## config.mk

```make
export PLATFORM = sky130hd
export DESIGN_NAME = id_ex_stage
export DESIGN_NICKNAME = d
export VERILOG_FILES = /design/src/rtl/riscv_pkg.sv /design/src/rtl/alu_decoder.sv /design/src/rtl/id_ex_stage.sv
export SDC_FILE = /design/constraint.sdc
export NUM_CORES = 1
export LEC_CHECK = 0
export CORE_MARGIN = 10
export CORE_UTILIZATION = 46
export CTS_CLUSTER_SIZE = 25
export DETAILED_ROUTE_END_ITERATION = 8
export PLACE_DENSITY = 0.87
export REMOVE_ABC_BUFFERS = 1
export SYNTH_ARGS = -nofsm -noshare
export SYNTH_HDL_FRONTEND = slang
export SYNTH_SLANG_ARGS = --single-unit
```

## constraint.sdc

```tcl
create_clock -name clk -period 8.3 [get_ports clk]
set_clock_uncertainty 0.2 [all_clocks]
set_input_delay 1.66 -clock clk [delete_from_list [all_inputs] [get_ports clk]]
set_output_delay 1.66 -clock clk [all_outputs]
set_load 0.02 [all_outputs]
```

## src/rtl/riscv_pkg.sv

```systemverilog
// riscv_pkg
// Shared definitions for the integer pipeline: datapath width, ALU_op
// operation-class encodings, funct3 values the ALU decoder cares about,
// and the 4-bit ALU control codes driven into the execute stage.
package riscv_pkg;

   localparam int unsigned XLEN = 32;

   // ALU_op operation classes produced by the main decoder
   typedef enum logic [1:0] {
      ALU_OP_MEM     = 2'b00,  // loads/stores: address add
      ALU_OP_BRANCH  = 2'b01,  // branches: compare by subtract
      ALU_OP_FUNCT   = 2'b10,  // R/I arithmetic: decode funct3/funct7
      ALU_OP_DEFAULT = 2'b11   // anything else: add
   } alu_op_e;

   // ALU control codes
   typedef enum logic [3:0] {
      AND_OP    = 4'b0000,
      OR_OP     = 4'b0001,
      ADD       = 4'b0010,
      SUBTRACT  = 4'b0110,
      LESS_THAN = 4'b0111
   } alu_ctrl_e;

   // funct3 values that select a non-ADD operation
   localparam logic [2:0] F3_ADD_SUB = 3'b000;
   localparam logic [2:0] F3_SLT     = 3'b010;
   localparam logic [2:0] F3_OR      = 3'b110;
   localparam logic [2:0] F3_AND     = 3'b111;

endpackage

```

## src/rtl/alu_decoder.sv

```systemverilog
// alu_decoder
// Combinational translation of the operation class and funct fields into
// the 4-bit ALU control code.
// Ports:
//   ALU_op      in  2  operation class
//   funct3      in  3  instruction funct3
//   funct7_5    in  1  instruction bit 30
//   is_rtype    in  1  instruction is R-type
//   ALU_control out 4  ALU operation code
module alu_decoder
   import riscv_pkg::*;
(
   input  logic [1:0] ALU_op,
   input  logic [2:0] funct3,
   input  logic       funct7_5,
   input  logic       is_rtype,
   output logic [3:0] ALU_control
);

   always_comb begin
      ALU_control = ADD;
      case (ALU_op)
         ALU_OP_MEM:    ALU_control = ADD;
         ALU_OP_BRANCH: ALU_control = SUBTRACT;
         ALU_OP_FUNCT: begin
            case (funct3)
               // bit 30 only means SUB for register-register ops; on
               // ADDI it is just part of the immediate
               F3_ADD_SUB: ALU_control = (is_rtype && funct7_5) ? SUBTRACT : ADD;
               F3_AND:     ALU_control = AND_OP;
               F3_OR:      ALU_control = OR_OP;
               F3_SLT:     ALU_control = LESS_THAN;
               default:    ALU_control = ADD;
            endcase
         end
         default:       ALU_control = ADD;
      endcase
   end

endmodule

```

## src/rtl/id_ex_stage.sv

```systemverilog
// id_ex_stage
// ID/EX pipeline register feeding the ALU. Captures decoded operands and
// control, decodes the ALU control code before the register, forwards
// EX/MEM and MEM/WB results onto the operands, and raises hazard_stall on
// a load-use dependency (inserting one bubble).
// Ports:
//   clk, rst_n                 clock, synchronous active-low reset
//   stall, flush               hold all registers / load a bubble
//   in_valid                   decode-stage instruction valid
//   rs1_data, rs2_data, imm    register read data, sign-extended immediate
//   rs1_addr, rs2_addr, rd_addr register indices
//   ALU_src, ALU_op, funct3, funct7_5, is_rtype   ALU selection/decode
//   reg_write, mem_read, mem_write, mem_to_reg    control bits
//   exmem_*, memwb_*           forwarding sources
//   out_valid                  stage holds a real instruction
//   srcA, srcB, store_data     forwarded ALU operands / store data
//   ALU_control                registered ALU code
//   rd_out, *_out              registered destination and control bits
//   hazard_stall               load-use hazard, upstream must hold
module id_ex_stage
   import riscv_pkg::*;
#(
   parameter int unsigned XLEN = riscv_pkg::XLEN
) (
   input  logic            clk,
   input  logic            rst_n,
   input  logic            stall,
   input  logic            flush,
   input  logic            in_valid,
   input  logic [XLEN-1:0] rs1_data,
   input  logic [XLEN-1:0] rs2_data,
   input  logic [XLEN-1:0] imm,
   input  logic [4:0]      rs1_addr,
   input  logic [4:0]      rs2_addr,
   input  logic [4:0]      rd_addr,
   input  logic            ALU_src,
   input  logic [1:0]      ALU_op,
   input  logic [2:0]      funct3,
   input  logic            funct7_5,
   input  logic            is_rtype,
   input  logic            reg_write,
   input  logic            mem_read,
   input  logic            mem_write,
   input  logic            mem_to_reg,
   input  logic            exmem_reg_write,
   input  logic [4:0]      exmem_rd,
   input  logic [XLEN-1:0] exmem_result,
   input  logic            memwb_reg_write,
   input  logic [4:0]      memwb_rd,
   input  logic [XLEN-1:0] memwb_result,
   output logic            out_valid,
   output logic [XLEN-1:0] srcA,
   output logic [XLEN-1:0] srcB,
   output logic [3:0]      ALU_control,
   output logic [XLEN-1:0] store_data,
   output logic [4:0]      rd_out,
   output logic            reg_write_out,
   output logic            mem_read_out,
   output logic            mem_write_out,
   output logic            mem_to_reg_out,
   output logic            hazard_stall
);

   logic [3:0]      alu_ctrl_next;

   logic [XLEN-1:0] rs1_data_q;
   logic [XLEN-1:0] rs2_data_q;
   logic [XLEN-1:0] imm_q;
   logic [4:0]      rs1_addr_q;
   logic [4:0]      rs2_addr_q;
   logic            alu_src_q;

   logic [XLEN-1:0] fwd_rs1;
   logic [XLEN-1:0] fwd_rs2;

   alu_decoder u_alu_decoder (
      .ALU_op      (ALU_op),
      .funct3      (funct3),
      .funct7_5    (funct7_5),
      .is_rtype    (is_rtype),
      .ALU_control (alu_ctrl_next)
   );

   // Load-use: the load in this stage has not produced data yet, so the
   // dependent instruction must wait one cycle and pick it up from MEM/WB.
   always_comb begin
      hazard_stall = out_valid && mem_read_out && in_valid &&
                     (rd_out != 5'd0) &&
                     ((rd_out == rs1_addr) || (rd_out == rs2_addr)) &&
                     !stall && !flush;
   end

   always_ff @(posedge clk) begin
      if (!rst_n || flush || (!stall && hazard_stall)) begin
         out_valid      <= 1'b0;
         rs1_data_q     <= '0;
         rs2_data_q     <= '0;
         imm_q          <= '0;
         rs1_addr_q     <= '0;
         rs2_addr_q     <= '0;
         rd_out         <= '0;
         alu_src_q      <= 1'b0;
         ALU_control    <= ADD;
         reg_write_out  <= 1'b0;
         mem_read_out   <= 1'b0;
         mem_write_out  <= 1'b0;
         mem_to_reg_out <= 1'b0;
      end else if (!stall) begin
         out_valid      <= in_valid;
         rs1_data_q     <= rs1_data;
         rs2_data_q     <= rs2_data;
         imm_q          <= imm;
         rs1_addr_q     <= rs1_addr;
         rs2_addr_q     <= rs2_addr;
         rd_out         <= rd_addr;
         alu_src_q      <= ALU_src;
         ALU_control    <= alu_ctrl_next;
         reg_write_out  <= reg_write;
         mem_read_out   <= mem_read;
         mem_write_out  <= mem_write;
         mem_to_reg_out <= mem_to_reg;
      end
   end

   // rs1 forwarding: EX/MEM is younger than MEM/WB, so it takes priority
   always_comb begin
      fwd_rs1 = rs1_data_q;
      if (exmem_reg_write && (exmem_rd != 5'd0) && (exmem_rd == rs1_addr_q))
         fwd_rs1 = exmem_result;
      else if (memwb_reg_write && (memwb_rd != 5'd0) && (memwb_rd == rs1_addr_q))
         fwd_rs1 = memwb_result;
   end

   // rs2 forwarding: same priority as rs1
   always_comb begin
      fwd_rs2 = rs2_data_q;
      if (exmem_reg_write && (exmem_rd != 5'd0) && (exmem_rd == rs2_addr_q))
         fwd_rs2 = exmem_result;
      else if (memwb_reg_write && (memwb_rd != 5'd0) && (memwb_rd == rs2_addr_q))
         fwd_rs2 = memwb_result;
   end

   always_comb begin
      srcA       = fwd_rs1;
      store_data = fwd_rs2;
      srcB       = alu_src_q ? imm_q : fwd_rs2;
   end

endmodule

```

==> reports/results.ini <==
[yosys]
avgSynthCellArea_sq_um=9.11
ys.flop_type=dfxtp_1
synth_edf_count=0
synthesis.area_sq_um=7130
synth_seq_cells=120
synthDistinctLibCells=43
ys_warn_count=0
seq_area_frac_synth_pct=33.7
async_flop_share_pct=0
synth_cells=783

[global_routing]
grtUsageTotal_pct=23.3
grt_max_degree=67
grt_pass1_vias=6876
antenna_found_initial=0
grt_pass1_wl_um=37900
globalRouteOverflowTotal=0

[sta]
slew-limit-headroom_pct=33.7
hold_viol_final=0
setup_violations=0
period_share_pct=80.9
slew_violations=0
setup_tns_ns=0
rsz0062_at_grt=no
fmax_mhz=149
holdWs_ns=0.276
worst_pin_slew_ns=0.995
min_period_ns=6.72

[critical_path]
crit_path_start_kind=primary input
path_class=primary input to output port
rr_worst_depth=7
arrival_ns=4.86
r2r_setup_slack_ns=5.10
rr_startpoint=rd_out[0]
cp_data_required_time_ns=6.44
endpoint_kind=output port
crit_fanout=34
rr_endpoint=rs1_data_q[0]

[power]
p_total_mw=1.73
peakVddDrop_mv=0.167
pwr-share-clk_pct=44.3
combinationalPowerShare_pct=20.5
p_leak_nw=4.24
p_seq_share_pct=35.2
p_per_area_nw_per_um2=159
switching_power_mw=0.442
p_int_mw=1.29
netSwitchingFraction_pct=25.5

[routing]
dr_total_vias=6799
wire_per_inst_um=20.1
drt_first_iter_violations=282
viasPerCell=5.39
routed_wl_um=25400
antenna_left=0
drc_errors=0
first_pass_iters=5

[clock_tree]
cts.repair_timing.setup_buffer_count=0
clk_latency_ns=0.42
hold_buffers=0
max-clock-path-buffers=2
numCtsBuffers=17
cts_tree=yes
h-tree-depth=4
cts_resized=0
clock-sinks=120
clock-root-buffer=clkbuf_16
clkTransAtPathRegs_ns=0.06

[floorplan]
die_area_sq_um=20900
coreArea_sq_um=15200
row_count=45
io_pins=315
chipHeight_um=145
fp.dieW_um=145
initial_core_util_pct=46.9

[worst_hold_path]
hold_end=ALU_control[2]
worstHoldStart=ALU_control[2]
hold_class=flop to flop
holdPathStages=2

[final_layout]
utilization_pct=71.6
antenna_cells=0
drive_gt1_share_pct=10.1
stdcell_count=1261
area_growth_pct=52.6
n_fill_cell=1153
final_nets=1266

[run]
max-cap-violations=0

[placed_design]
portBuffers=313
gp_congestion=0.831
hpwl_um=18300
dpl.cell_count=1229

[run_status]
outcome=complete, no violations

## logic make-up after synthesis
kind of cell               after synthesis  share of synthesized area, %
and+or+nand+nor                        242                          15.1
DFF                                    120                          33.7
AOI/OAI and AO/OA                      109                          15.0
adders and majority gates                2                         0.351
muxes                                  180                          25.8
other                                    1                        0.0526
xor gates and xnor gates                30                          3.68
buffers and inverters                   99                          6.40
## flip-flops by register name, summed over array words and instances (netlist names)
name / count
imm_q: 32
rs1_data_q: 32
rs2_data_q: 32
rd_out: 5
rs1_addr_q: 5
rs2_addr_q: 5
ALU_control: 3
alu_src_q: 1
mem_read_out: 1
mem_to_reg_out: 1
mem_write_out: 1
out_valid: 1
reg_write_out: 1
## through the flow
stage | setup slack, ns | area, sq um
finish | 1.58 | 10900
global route | 1.42 | 10900
CTS | 1.59 | 10900
detailed placement | 1.60 | 10300
global placement | 1.62 | 10300
floorplan | -1.19 | 6810
## cells in the mapped netlist (2+ instances only)
library cell / instances / area [sq um]
nor3_1: 35 / 175
inv_1: 35 / 131
a31oi_4: 29 / 617
or4_1: 2 / 15.0
ha_1: 2 / 25.0
clkbuf_1: 35 / 131
a31oi_1: 2 / 12.5
nand2_1: 4 / 15.0
buf_2: 20 / 100
dfxtp_1: 120 / 2400
mux2_2: 30 / 338
buf_12: 3 / 60.1
nor2_1: 159 / 597
mux2i_1: 149 / 1490
buf_1: 4 / 15.0
xnor2_1: 17 / 149
xor2_1: 13 / 114
nand4_1: 3 / 18.8
or3_1: 31 / 194
a21oi_1: 35 / 175
o21ai_0: 33 / 165
## worst max-delay path: stages
cell and delay (ns):
clkdlybuf4s50_1 0.62, xnor2_1 0.16, nand3_1 0.10, or4_2 1.01
buf_4 0.40, a21oi_1 0.22, clkdlybuf4s50_1 0.66
## layer usage
layer  track usage [%]  up-vias  routed length (um)
met1              25.5     3212                9750
met2              41.8      279               13000
met4              7.02        0                 485
li1                  -     3281                   -
met3              7.25       27                2220
met5                 0        -                   0
## placed cells by master (no fill, tap or decap), drive strengths merged, types with 4 or more instances in the layout
cell,instances
o21ai,33
bufinv,4
or3,31
nor3,35
nand2,4
clkdlybuf4s50,312
a31oi,31
xnor2,17
clkinv,7
xor2,13
clkbuf,18
inv,35
dfxtp,120
nor2,159
a21oi,35
mux2i,149
buf,10
mux2,31
## cell type report
| class | instances | area (sq um) | area share, % |
|---|---|---|---|
| clock buffer | 18 | 429 | 3.94 |
| clock inverter | 14 | 181 | 1.67 |
| inverter | 35 | 131 | 1.21 |
| multi-input combinational | 564 | 4300 | 39.5 |
| sequential | 120 | 2400 | 22.1 |
| tap | 188 | 235 | 2.16 |
| timing repair buffer | 322 | 3200 | 29.4 |
## worst max-delay path by stage
stage	end	slack [ns]	depth (start not counted)	from
final	srcA[3]	1.58	7	exmem_rd[0]
after global routing	srcB[13]	1.42	7	memwb_rd[0]
after CTS	srcB[13]	1.59	7	memwb_rd[0]
after detailed placement	srcA[3]	1.60	7	exmem_rd[0]
after global placement	srcA[3]	1.62	7	exmem_rd[0]
after floorplan	ALU_control[1]	-1.19	5	rs2_addr[4]
## power by group through the flow
| stage | combinational, mW | sequential, mW | clock, mW |
|---|---|---|---|
| final | 0.354 | 0.610 | 0.767 |
| after global routing | 0.378 | 0.612 | 0.806 |
| after CTS | 0.355 | 0.610 | 0.778 |
| after detailed placement | 0.353 | 0.622 | 0 |
| after global placement | 0.347 | 0.621 | 0 |
| after floorplan | 0.151 | 0.619 | 0 |
(Power assumes the default switching activity.)
